--- src/rtl/instruction_fetch_pkg.sv ---
// Shared processor constants for the fetch unit.
// FSM encodings and the default boot address.
package instruction_fetch_pkg;

  localparam int unsigned IF_RESET_PC = 0;

  typedef enum logic [1:0] {
    IF_IDLE = 2'd0,
    IF_RUN  = 2'd1,
    IF_HOLD = 2'd2
  } if_state_t;

endpackage

--- src/rtl/instruction_fetch.sv ---
// Instruction fetch: drives a 1-cycle sync ROM and
// presents instructions with stall hold and redirect.
module instruction_fetch
  import instruction_fetch_pkg::*;
#(
  parameter int          DATA_WIDTH = 32,
  parameter int          ADDR_WIDTH = 12,
  parameter int unsigned RESET_PC   = IF_RESET_PC
) (
  input  logic                  clk,
  input  logic                  rst_n,
  output logic [ADDR_WIDTH-1:0] imem_addr,
  input  logic [DATA_WIDTH-1:0] imem_q,
  input  logic                  stall,
  input  logic                  redirect,
  input  logic [ADDR_WIDTH-1:0] redirect_addr,
  output logic [DATA_WIDTH-1:0] instr,
  output logic [ADDR_WIDTH-1:0] instr_pc,
  output logic                  instr_valid,
  output logic [31:0]           fetch_count
);

  localparam logic [ADDR_WIDTH-1:0] RST_PC =
    ADDR_WIDTH'(RESET_PC);

  logic [ADDR_WIDTH-1:0] pc, pc_nx;
  logic [ADDR_WIDTH-1:0] f_pc, f_pc_nx;
  logic [DATA_WIDTH-1:0] hold_instr, hold_nx;
  if_state_t             state, state_nx;
  logic                  accept;
  logic                  advance;
  logic                  capture;

  assign imem_addr   = pc;
  assign instr_valid = (state != IF_IDLE);
  assign instr_pc    = f_pc;
  assign instr       = (state == IF_HOLD) ?
                       hold_instr : imem_q;

  assign accept  = instr_valid && !stall;
  assign advance = !redirect &&
                   ((state == IF_IDLE) || accept);
  assign capture = !redirect && stall &&
                   (state == IF_RUN);

  always_comb begin
    pc_nx    = pc;
    f_pc_nx  = f_pc;
    hold_nx  = hold_instr;
    state_nx = state;
    unique case (1'b1)
      redirect: begin
        pc_nx    = redirect_addr;
        state_nx = IF_IDLE;
      end
      advance: begin
        f_pc_nx  = pc;
        pc_nx    = pc + ADDR_WIDTH'(1);
        state_nx = IF_RUN;
      end
      capture: begin
        hold_nx  = imem_q;
        state_nx = IF_HOLD;
      end
      default: ;
    endcase
  end

  always_ff @(posedge clk or negedge rst_n) begin
    if (!rst_n) begin
      pc          <= RST_PC;
      f_pc        <= '0;
      hold_instr  <= '0;
      state       <= IF_IDLE;
      fetch_count <= '0;
    end else begin
      pc         <= pc_nx;
      f_pc       <= f_pc_nx;
      hold_instr <= hold_nx;
      state      <= state_nx;
      // Redirect squashes the presented instruction.
      if (accept && !redirect)
        fetch_count <= fetch_count + 32'd1;
    end
  end

endmodule

--- config.mk ---
export PLATFORM = sky130hd
export DESIGN_NAME = instruction_fetch
export DESIGN_NICKNAME = d
export VERILOG_FILES = /design/src/rtl/instruction_fetch_pkg.sv /design/src/rtl/instruction_fetch.sv
export SDC_FILE = /design/constraint.sdc
export NUM_CORES = 1
export LEC_CHECK = 0
export BUFFER_PORTS_ARGS = -buffer_cell sky130_fd_sc_hd__buf_2
export CORE_UTILIZATION = 30
export DETAILED_ROUTE_END_ITERATION = 10
export PLACE_DENSITY_LB_ADDON = 0.12
export REMOVE_ABC_BUFFERS = 1
export SYNTH_ARGS = -nofsm -noshare
export SYNTH_HDL_FRONTEND = slang
export SYNTH_SLANG_ARGS = --single-unit
--- constraint.sdc ---
create_clock -name clk -period 1.65 [get_ports clk]
set_input_delay 0.165 -clock clk [delete_from_list [all_inputs] [get_ports clk]]
set_output_delay 0.165 -clock clk [all_outputs]
set_load 0.02 [all_outputs]
* Word-level counts from Yosys, hierarchy flattened *
Index checks and enable logic that the tools add are counted.

storage, ports and cells
  latch bits = 0
  RAM bits = 0
  register bits after elaboration = 90
  memories = 0
  memory bits (read-only) = 0
  input bits = 48
  logic and storage cells = 24
  output and inout bits = 89

cells by class
  $add $sub $neg = 2
  magnitude comparators = 0
  div/mod/pow operators = 0
  reduce and logical (&&, ||, !) cells = 12
  $mul = 0
  eq/ne operators = 2
  muxes and demuxes = 3
  shifts and indexed selects = 0
  bitwise logic cells = 0

operators by type and width
  cell                                                                    number
  32-bit by 1-bit adder with 32-bit output (second input constant)        1
  32-bit two-way mux                                                      1
  12-bit one-hot mux with 2 select lines                                  1
  12-bit by 1-bit adder with 12-bit output (second input constant)        1
  2-bit one-hot mux with 3 select lines                                   1
  1-bit logical AND                                                       5
  2-bit nonzero test                                                      2
  3-bit nonzero test                                                      1
  2-bit by 1-bit equality test with 1-bit output (second input constant)  1
  2-bit equality test (second input constant)                             1
  1-bit zero test                                                         2
  2-bit zero test                                                         1
  1-bit logical OR                                                        1

* Logic depth before layout (Yosys ltp) *
Gate-level depths: netlist of run 1.

  depth in word-level cells = 5
  depth in mapped cells = 6
  mapped depth without buffers = 6

* Least setup slack after synthesis of run 1 *
No wires, ideal clock.

  path type = register to register
  from = reg fetch_count[3]
  to = reg fetch_count[16]
  arrival time = 1.621 ns
  clock period less this slack = 1.751 ns
  required time = 1.519 ns
  path buffers = 0
  library setup time = 0.131 ns
  path slack = -0.101 ns
  cell stages (with the launch flop) = 6
  path through = dfrtp_1 -> nand3_1 -> nor4_4 -> and4_4 -> nand2_2 -> xnor2_2

between the ends
  cells in the longest elaborated chain, start to end = 1

ends and longest elaborated chain
  what                                      RTL line                 RTL
  start: declaration                        instruction_fetch.sv:20  output logic [31:0] fetch_count
  start signal: assignment                  instruction_fetch.sv:83  fetch_count <= fetch_count + 32'd1;
  32-bit by 1-bit adder with 32-bit output  instruction_fetch.sv:83

Every way passes these cells.
A chain may end at the register's enable or synchronous reset.

* Worst setup path in the final report of run 1 *
  from = reg state[1]
  to = out instr[16]

between the ends
  cells in the longest elaborated chain, start to end = 2

ends and longest elaborated chain
  what                      RTL line                 RTL
  start: declaration        instruction_fetch.sv:29  if_state_t state, state_nx;
  start signal: assignment  instruction_fetch.sv:80  state <= state_nx;
  2-bit equality test       instruction_fetch.sv:37  assign instr = (state == IF_HOLD) ?
  32-bit two-way mux        instruction_fetch.sv:37
  end: declaration          instruction_fetch.sv:17  output logic [DATA_WIDTH-1:0] instr,

Every way passes these cells.

==> flow_summary_export.csv, run 1 <==
group,metric,value,unit
layout,fin_nets,572,
global_route,grt_use_total,0.162,
setup_path,worstPathArrival,1730,ps
clocking,cts_buffer_depth,2,
placed_design,place_area,0.00537,mm^2
setup_path,regToRegSetupSlack,-100,ps
layout,diodes,0,
detailed_routing,final_antenna_net_count,0,
synth,ys_ff_latch,90,
timing,fin_hold_ws,29.9,ps
worst_hold_path,hp-class,"input pin to register",
setup_path,timing.rr.start,"state[1]",
synth,postSynthCellCount,328,
floorplanning,initial_core_util,0.313,
setup_path,crit_fanout,8,
timing,finalCriticalPeriod,1900,ps
synth,synth.cell_area,0.00421,mm^2
job,maxCapViolations,0,
timing,hold_violations,0,
timing,rsz0062_at_grt,"yes",
global_route,grt_antenna_before_repair,0,
layout,fill_cells,1217,
global_route,grt_pass1_vias,3384,
synth,synth_top_family_by_area,"multiplexers",
timing,fin_crit_sh,1.15,
power_and_ir_drop,clkPwrFrac,0.320,
clocking,clockRootBuffer,"clkbuf_16",
global_route,grt_pass1_wl,18.0,mm
layout,drive_above_1_share,0.611,
floorplanning,core_area,0.0135,mm^2
placed_design,hpwlAfterDp,6.93,mm
power_and_ir_drop,power_frac_comb,0.271,
floorplanning,rows,42,
setup_path,worstPathRequired,1480,ps
detailed_routing,via_count,3245,
status,status,"complete, but fails checks",
synth,ys_seq_area_frac,0.535,
synth,synth_edf_count,0,
power_and_ir_drop,sw_frac_of_total,0.285,
placed_design,dpl_worst_slack,-61.1,ps
synth,synthFlopType,"dfrtp_1",
worst_hold_path,min-delay-start,"redirect_addr[2]",
clocking,cts_made_buffers,9,
floorplanning,io-pin-count,137,
synth,avgSynthCellArea,12.8,um^2
timing,setup_ws,-245,ps
clocking,cts_tree,"built",
power_and_ir_drop,p_int,0.00497,W
placed_design,routabilityCongestion,0.747,
timing,setup_violations,67,
detailed_routing,avgViaCountPerCell,4.62,
worst_hold_path,min_to,"imem_addr[2]",
power_and_ir_drop,switchingPower,0.00198,W
synth,synth_compound_area_frac,0.0181,
clocking,htreeDepth,3,
clocking,clk_pin_slew_worst_paths,60,ps
timing,slew_viol_final,0,
synth,ys.warnings.count,0,
synth,async_flop_share,1.00,
synth,synthXorXnorAreaFrac,0.0930,
power_and_ir_drop,leakage,3.27,nW
global_route,grt_max_degree,55,
synth,synth_cell_type_count,37,
layout,multi_input_comb_area,0.00230,mm^2
layout,design_area,0.00661,mm^2
worst_hold_path,whs_path_depth,3,
detailed_routing,wl_per_cell,16.0,um
detailed_routing,drc,0,
global_route,grt_overflow,0,
power_and_ir_drop,power.share.sequential,0.409,
clocking,numClockSinks,90,
power_and_ir_drop,power_density,1050,mW/mm^2
detailed_routing,drt_pass1_iterations,4,
synth,synth-simple-area-share,0.118,
layout,regArea,0.00226,mm^2
detailed_routing,drt_first_iter_violations,85,
synth,synthAdderAreaFrac,0.00594,
setup_path,worstSetupStartpoint,"state[1]",
placed_design,io_buffers,136,
timing,slew_headroom,0.758,
power_and_ir_drop,ir_worst_vdd,0.441,mV
setup_path,timing.rr.end,"hold_instr[15]",
setup_path,crit_type,"register to output port",
clocking,worstSkewPairLatency,340,ps
floorplanning,die_w,120,um
setup_path,rr_worst_depth,6,
timing,tightest_slew,361,ps
timing,fmax,528,MHz
setup_path,cp-end-kind,"output port",
timing,finClkSkew,5.88,ps
synth,synth_mux_area_frac,0.214,
detailed_routing,routed_wl,11.2,mm
layout,syn_to_final_growth,57.1,%
floorplanning,die_area,0.0145,mm^2
status,failed_checks,"setup timing",
setup_path,start_kind,"register",
floorplanning,die_h,120,um
worst max-delay path, cell delays in order (launching register included):
cell	delay (ps)
dfrtp_1	380
buf_6	110
nor2b_4	160
buf_6	150
buf_16	150
mux2_4	310
buf_6	130
metal layers:
metal  up-vias  routed length, um  global-route usage
met5         -                  0                   0
met4         0                182              0.0648
li1       1530                  -                   -
met3        12                538              0.0321
met2        97               5380               0.269
met1      1606               5120               0.207
placed cells by master, fill, tap and decap left out, drive strengths merged:
master       Yosys  layout
nand4            7       7
nand2b           1       1
a21oi            2       2
o21ai           11      11
dlygate4sd3      0       1
and2             3       3
inv              1       1
or3              1       1
xor2            15      15
nor4             3       3
and3             8       8
nor3             3       3
bufinv           0       2
nand2           32      32
ha               2       2
buf              8     194
nor2b            2       2
xnor2           28      28
mux2            79      79
dfrtp           90      90
mux2i            1       1
nor2             8       8
clkinv           0       2
clkbuf           4      11
clkinvlp         0       1
nand3           14      14
nor4bb           1       1
or2              1       1
and4             3       3
sequential cells by signal, summed over array words and instances (netlist names):
register / flops
fetch_count: 32
hold_instr: 32
state: 2
instr_pc: 12
imem_addr: 12
area by class of cell:
type,instances,area share
clock buffers,11,0.0367
clock inverters,5,0.0117
inverters,1,0.000568
multi-input cells,225,0.347
flip-flops and latches,90,0.341
well taps,176,0.0333
repair buffers,195,0.229
power groups by stage:
stage | logic (W) | registers, W | clock network, W
5_1_grt | 0.00202 | 0.00289 | 0.00239
2_1_floorplan | 0.000614 | 0.00302 | 0
6_report | 0.00189 | 0.00284 | 0.00222
3_5_place_dp | 0.00141 | 0.00283 | 0
3_3_place_gp | 0.00139 | 0.00281 | 0
4_1_cts | 0.00182 | 0.00281 | 0.00228
cell usage after synthesis (2+ instances only):
master | number | area (um^2)
nor4_4 | 2 | 42.5
nand4_1 | 6 | 37.5
o21ai_0 | 7 | 35.0
xnor2_2 | 2 | 32.5
nand2_1 | 31 | 116
dfrtp_1 | 90 | 2250
buf_2 | 6 | 30.0
o21ai_1 | 3 | 15.0
and3_1 | 8 | 50.1
clkbuf_1 | 4 | 15.0
and4_1 | 2 | 17.5
nor3_2 | 2 | 20.0
nor2b_1 | 2 | 12.5
nor2_1 | 7 | 26.3
a21oi_1 | 2 | 10.0
xnor2_1 | 26 | 228
mux2_2 | 70 | 788
mux2_1 | 9 | 101
xor2_1 | 15 | 131
and2_1 | 3 | 18.8
nand3_1 | 14 | 70.1
ha_1 | 2 | 25.0
through the flow:
stage,power [W],setup TNS [ps],util,instances
after detailed placement,0.00424,-1600,0.399,663
final,0.00695,-10140,0.492,703
after global routing,0.00731,-15880,0.492,703
after global placement,0.00420,-953,0.399,663
after CTS,0.00691,-10280,0.487,703
after floorplan,0.00363,-118100,-,316
logic make-up after synthesis:
logic type,after synthesis
buffers and inverters,13
DFF,90
muxes,80
AOI/OAI and AO/OA,13
xor gates and xnor gates,43
adders and majority gates,2
and+or+nand+nor,87
how the worst max path moves through the flow:
stage,slack [ps],to,depth (start not counted)
after floorplan,-2590,hold_instr[0],2
after CTS,-250,instr[8],6
after global placement,-40,instr[23],5
final,-250,instr[16],6
after global routing,-310,instr[16],6
after detailed placement,-60,instr_pc[3],6
repair_timing:
item                                    4_1_cts  5_1_grt
endpoints found under the setup margin       79      101
endpoints found under the hold margin        20        0
resized for setup                           163       30
hold buffers                                  1        0
pin swaps                                    12       17
buffers inserted                             16        6
gates cloned                                  7        0
Note: power is estimated with default switching activity, not from simulation.
==> run 2: changes to the inputs <==
--- a/config.mk
+++ b/config.mk
@@ -8,3 +8,5 @@
 export BUFFER_PORTS_ARGS = -buffer_cell sky130_fd_sc_hd__buf_2
-export CORE_UTILIZATION = 30
+export CELL_PAD_IN_SITES_DETAIL_PLACEMENT = 2
+export CELL_PAD_IN_SITES_GLOBAL_PLACEMENT = 2
+export CORE_UTILIZATION = 29
 export DETAILED_ROUTE_END_ITERATION = 10
==> constraint.sdc (replaced) <==
create_clock -name clk -period 1.65 [get_ports clk]
set_input_delay 0.2475 -clock clk [delete_from_list [all_inputs] [get_ports clk]]
set_output_delay 0.2475 -clock clk [all_outputs]
set_load 0.02 [all_outputs]
==> flow_summary_export.csv, run 2 (same netlist as run 1, synthesis figures left out) <==
group,metric,value,unit
power_and_ir_drop,power_frac_comb,0.277,
placed_design,io_buffers,136,
layout,utilization,0.462,
layout,syn_to_final_growth,54.1,%
timing,fmax,527,MHz
timing,finalCriticalPeriod,1900,ps
setup_path,worstPathRequired,1400,ps
power_and_ir_drop,finalPower,0.00647,W
timing,rsz0062_at_grt,"yes",
timing,setup_violations,66,
global_route,grt_use_total,0.165,
setup_path,crit_type,"register to output port",
global_route,grt_pass1_wl,18.6,mm
timing,hold_violations,0,
floorplanning,die_w,122,um
clocking,htreeDepth,3,
clocking,cts_made_buffers,9,
clocking,worstSkewPairLatency,340,ps
power_and_ir_drop,p_int,0.00456,W
setup_path,worstPathArrival,1650,ps
timing,slew_headroom,0.757,
clocking,clockRootBuffer,"clkbuf_16",
power_and_ir_drop,power_density,997,mW/mm^2
setup_path,start_kind,"register",
detailed_routing,via_count,3291,
global_route,grt_max_degree,49,
floorplanning,initial_core_util,0.300,
job,maxCapViolations,0,
global_route,use_met3,0.0330,
floorplanning,die_h,122,um
timing,fin_crit_sh,1.15,
floorplanning,core_area,0.0140,mm^2
floorplanning,io-pin-count,137,
power_and_ir_drop,clkPwrFrac,0.286,
placed_design,routabilityCongestion,0.710,
worst_hold_path,hp-class,"input pin to register",
power_and_ir_drop,leakage,3.21,nW
global_route,grt_pass1_vias,3499,
global_route,grtUsageMet1,0.213,
layout,reg_top3,"fetch_count (32), hold_instr (32)",
detailed_routing,routed_wl,12.4,mm
detailed_routing,drc,0,
power_and_ir_drop,switchingPower,0.00191,W
setup_path,rr_worst_depth,6,
layout,drive_above_1_share,0.606,
setup_path,worstSetupStartpoint,"state[0]",
clocking,clk_pin_slew_worst_paths,60,ps
detailed_routing,drt_pass1_iterations,4,
timing,setup_ws,-249,ps
timing,finClkSkew,5.95,ps
layout,fill_cells,1423,
power_and_ir_drop,power.share.sequential,0.437,
clocking,cts_buffer_depth,2,
global_route,grt_antenna_before_repair,0,
timing,tightest_slew,361,ps
global_route,grt-busiest-layer,"met2",
setup_path,regToRegSetupSlack,-180,ps
power_and_ir_drop,sw_frac_of_total,0.295,
setup_path,timing.rr.start,"state[1]",
status,failed_checks,"setup timing",
global_route,grt_overflow,0,
floorplanning,die_area,0.0150,mm^2
detailed_routing,avgViaCountPerCell,4.63,
status,status,"complete, but fails checks",
detailed_routing,drt_first_iter_violations,49,
detailed_routing,final_antenna_net_count,0,
setup_path,crit_fanout,8,
global_route,met2_usage,0.269,
timing,slew_viol_final,0,
floorplanning,rows,43,
clocking,cts_tree,"built",
placed_design,hpwlAfterDp,8.02,mm
power_and_ir_drop,ir_worst_vdd,0.505,mV
setup_path,timing.rr.end,"hold_instr[14]",
layout,fin_nets,577,
layout,final_cell_mix,"103 x buf_2, 87 x dfrtp_1, 51 x mux2_4",
layout,final_common_cell,"buf_2",
detailed_routing,wl_per_cell,17.4,um
setup_path,endpoint,"instr[26]",
clocking,numClockSinks,90,
setup_path,cp-end-kind,"output port",
run 2: cell types whose count changed in the layout (fill, tap and decap cells not counted), sizes merged:
cell      change
clkbuf        +6
clkinvlp      -1
bufinv        -2
buf           +2
clkinv        -2
diode         +1
run 2: timing repair:
| item | CTS | global route |
|---|---|---|
| endpoints found under the setup margin | 79 | 95 |
| gates resized for setup | 86 | 70 |
| hold buffers | 1 | 0 |
| cloned | 5 | 2 |
| pin swaps | 8 | 13 |
| hold endpoints to repair | 90 | 0 |
| buffers inserted | 10 | 9 |
run 2: worst min-delay path by stage:
| stage | start | endpoint | slack, ps | cells after the start |
|---|---|---|---|---|
| after CTS | redirect_addr[3] | imem_addr[3] | 100 | 3 |
| after global placement | rst_n | hold_instr[7] | 270 | 2 |
| final | redirect_addr[3] | imem_addr[3] | 110 | 3 |
| after detailed placement | rst_n | hold_instr[30] | 270 | 2 |
| after floorplan | rst_n | fetch_count[0] | -50 | 0 |
| after global routing | redirect_addr[2] | imem_addr[2] | 130 | 3 |
run 2: cell type report:
type	count	area [um^2]	area share
flip-flops and latches	90	2260	0.348
multi-input cells	225	2210	0.341
repair buffers	200	1540	0.237
clock buffers	14	254	0.0391
well taps	180	225	0.0347
inverters	1	3.75	0.000578
diodes	1	2.50	0.000386
run 2: through the flow:
step                      worst slack, ps  area (um^2)  instances  setup TNS, ps  hold slack (ps)
final                                -249         6490        711         -11380              113
after global routing                 -301         6490        710         -16680              134
after CTS                            -310         6190        702         -16450             97.3
after detailed placement             -162         5440        672          -6020              269
after global placement              -89.9         5440        672          -2230              272
after floorplan                     -2590         4150        316        -120740            -48.1
run 2: worst max-delay path: stages (launching register included):
cell and delay, ps:
dfrtp_2 420, nor2b_4 130, buf_6 140, clkbuf_16 170
mux2_4 310, buf_6 130
run 2: power groups by stage:
stage          Combinational (W)  Sequential [W]  Clock, W
6_report                 0.00179         0.00283   0.00185
5_1_grt                  0.00192         0.00288   0.00198
4_1_cts                  0.00167         0.00281   0.00193
3_5_place_dp             0.00144         0.00284         0
3_3_place_gp             0.00140         0.00282         0
2_1_floorplan           0.000614         0.00302         0
run 2: metal layers:
layer  vias to the layer above  part of all wire
li1                       1539                 -
met4                         0             0.016
met3                        13             0.045
met1                      1648              0.44
met5                         -                 0
met2                        91              0.50
==> run 3: changes to the inputs <==
Settings changed: CORE_UTILIZATION 29 to 30, SKIP_LAST_GASP from default to 1.
Clock period 1.65 ns to 2 ns, I/O delays scaled along.
==> flow_summary_export.csv, run 3 (same netlist as run 1, synthesis figures left out) <==
group,metric,value,unit
status,status,"completed",
placed_design,dpl_worst_slack,150,ps
clocking,cts_made_buffers,9,
timing,finalCriticalPeriod,1980,ps
floorplanning,die_area,0.0145,mm^2
setup_path,crit_type,"register to output port",
layout,diodes,0,
floorplanning,io-pin-count,137,
timing,rsz0062_at_grt,"yes",
timing,fmax,504,MHz
power_and_ir_drop,clkPwrFrac,0.346,
power_and_ir_drop,ir_worst_vdd,0.326,mV
layout,fin_nets,533,
detailed_routing,wl_met1,4.99,mm
detailed_routing,routed_wl,11.2,mm
global_route,grt_antenna_before_repair,1,
floorplanning,die_h,120,um
clocking,clk_pin_slew_worst_paths,60,ps
timing,setup_ws,15.3,ps
floorplanning,core_area,0.0135,mm^2
worst_hold_path,hp-class,"input pin to register",
setup_path,worstPathRequired,1700,ps
layout,multi_input_comb_area,0.00191,mm^2
global_route,grt_max_degree,36,
clocking,worstSkewPairLatency,340,ps
clocking,numClockSinks,90,
layout,drive_above_1_share,0.529,
clocking,htreeDepth,3,
setup_path,timing.rr.end,"instr_pc[8]",
timing,fin_crit_sh,0.992,
timing,slew_viol_final,0,
setup_path,regToRegSetupSlack,170,ps
detailed_routing,drc,0,
global_route,grt_overflow,0,
global_route,grt_use_total,0.165,
layout,final_cell_mix,"135 x buf_2, 88 x dfrtp_1, 70 x mux2_2",
setup_path,crit_fanout,16,
setup_path,start_kind,"register",
timing,tightest_slew,386,ps
power_and_ir_drop,switchingPower,0.00154,W
power_and_ir_drop,power_frac_comb,0.214,
power_and_ir_drop,leakage,2.67,nW
power_and_ir_drop,power_density,945,mW/mm^2
placed_design,hpwlAfterDp,8.09,mm
layout,fill_cells,1451,
clocking,cts_tree,"built",
detailed_routing,drt_pass1_iterations,4,
clocking,cts_buffer_depth,2,
worst_hold_path,whs_path_depth,3,
global_route,grt_pass1_wl,18.4,mm
setup_path,worstSetupStartpoint,"state[0]",
job,maxCapViolations,0,
layout,final_common_cell,"buf_2",
detailed_routing,final_antenna_net_count,0,
setup_path,cp-end-kind,"output port",
floorplanning,initial_core_util,0.313,
global_route,grt_pass1_vias,3501,
layout,regArea,0.00225,mm^2
detailed_routing,top_layer,"met4",
timing,setup_violations,0,
floorplanning,die_w,120,um
detailed_routing,drt_first_iter_violations,89,
floorplanning,rows,42,
setup_path,timing.rr.start,"state[0]",
layout,utilization,0.417,
power_and_ir_drop,sw_frac_of_total,0.290,
power_and_ir_drop,power.share.sequential,0.439,
placed_design,routabilityCongestion,0.688,
timing,finClkSkew,6.18,ps
detailed_routing,avgViaCountPerCell,4.66,
detailed_routing,met2_length,5.29,mm
timing,hold_violations,0,
layout,reg_top3,"fetch_count (32), hold_instr (32)",
detailed_routing,wl_per_cell,16.8,um
detailed_routing,met3WireLength,675,um
setup_path,rr_worst_depth,6,
setup_path,endpoint,"instr[17]",
detailed_routing,via_count,3095,
layout,syn_to_final_growth,33.4,%
clocking,clockRootBuffer,"clkbuf_16",
setup_path,worstPathArrival,1680,ps
power_and_ir_drop,p_int,0.00377,W
timing,slew_headroom,0.743,
placed_design,io_buffers,136,
[run 3: cell types whose count changed in the layout (fill, tap and decap cells not counted), moves of 7 or more]
cell / delta
mux2_1: +7
buf_2: +32
mux2_2: +44
buf_4: -34
mux2_4: -51
buf_6: -36
[run 3: worst min-delay path by stage]
stage	start	end	slack, ps
3_5_place_dp	rst_n	hold_instr[9]	250
5_1_grt	redirect_addr[0]	imem_addr[0]	170
6_report	redirect_addr[7]	imem_addr[7]	180
2_1_floorplan	rst_n	fetch_count[0]	4
4_1_cts	redirect_addr[7]	imem_addr[7]	160
3_3_place_gp	rst_n	hold_instr[9]	250
[run 3: timing repair]
item / CTS / global route
buffers inserted: 2 / 0
resized for setup: 4 / 1
hold endpoints to repair: 24 / 0
hold buffers: 1 / 0
cloned: 1 / 0
setup endpoints to repair: 32 / 32
[run 3: routing by layer]
| metal | track usage | vias up |
|---|---|---|
| met4 | 0.0741 | 0 |
| met5 | 0 | - |
| met3 | 0.0406 | 12 |
| met2 | 0.268 | 96 |
| met1 | 0.209 | 1538 |
| li1 | - | 1449 |
[run 3: layout make-up]
type                    count  share of cell area
clock buffers              11              0.0432
flip-flops and latches     90               0.402
inverters                   1            0.000668
repair buffers            156               0.161
clock inverters             5              0.0138
well taps                 176              0.0392
multi-input cells         225               0.341
[run 3: stage by stage]
step	area (um^2)	hold slack, ps	power (W)	TNS [ps]	std cells
floorplan	4150	4.41	0.00300	-95580	316
global placement	5240	248	0.00345	0	644
detailed placement	5240	249	0.00351	0	644
CTS	5620	162	0.00541	-227	664
global route	5620	174	0.00558	-617	664
finish	5620	178	0.00531	0	664
[run 3: critical path, cell delays in order (launching register included)]
cell       delay, ps
dfrtp_2          420
nor2b_4          190
clkbuf_16        220
mux2_2           350
buf_2            160
[run 3: power groups by stage]
stage                     clock network, W  logic (W)  registers [W]
after global routing               0.00197    0.00124        0.00238
after floorplan                          0   0.000507        0.00249
after global placement                   0    0.00110        0.00235
after CTS                          0.00190    0.00117        0.00234
after detailed placement                 0    0.00114        0.00237
final                              0.00184    0.00114        0.00233
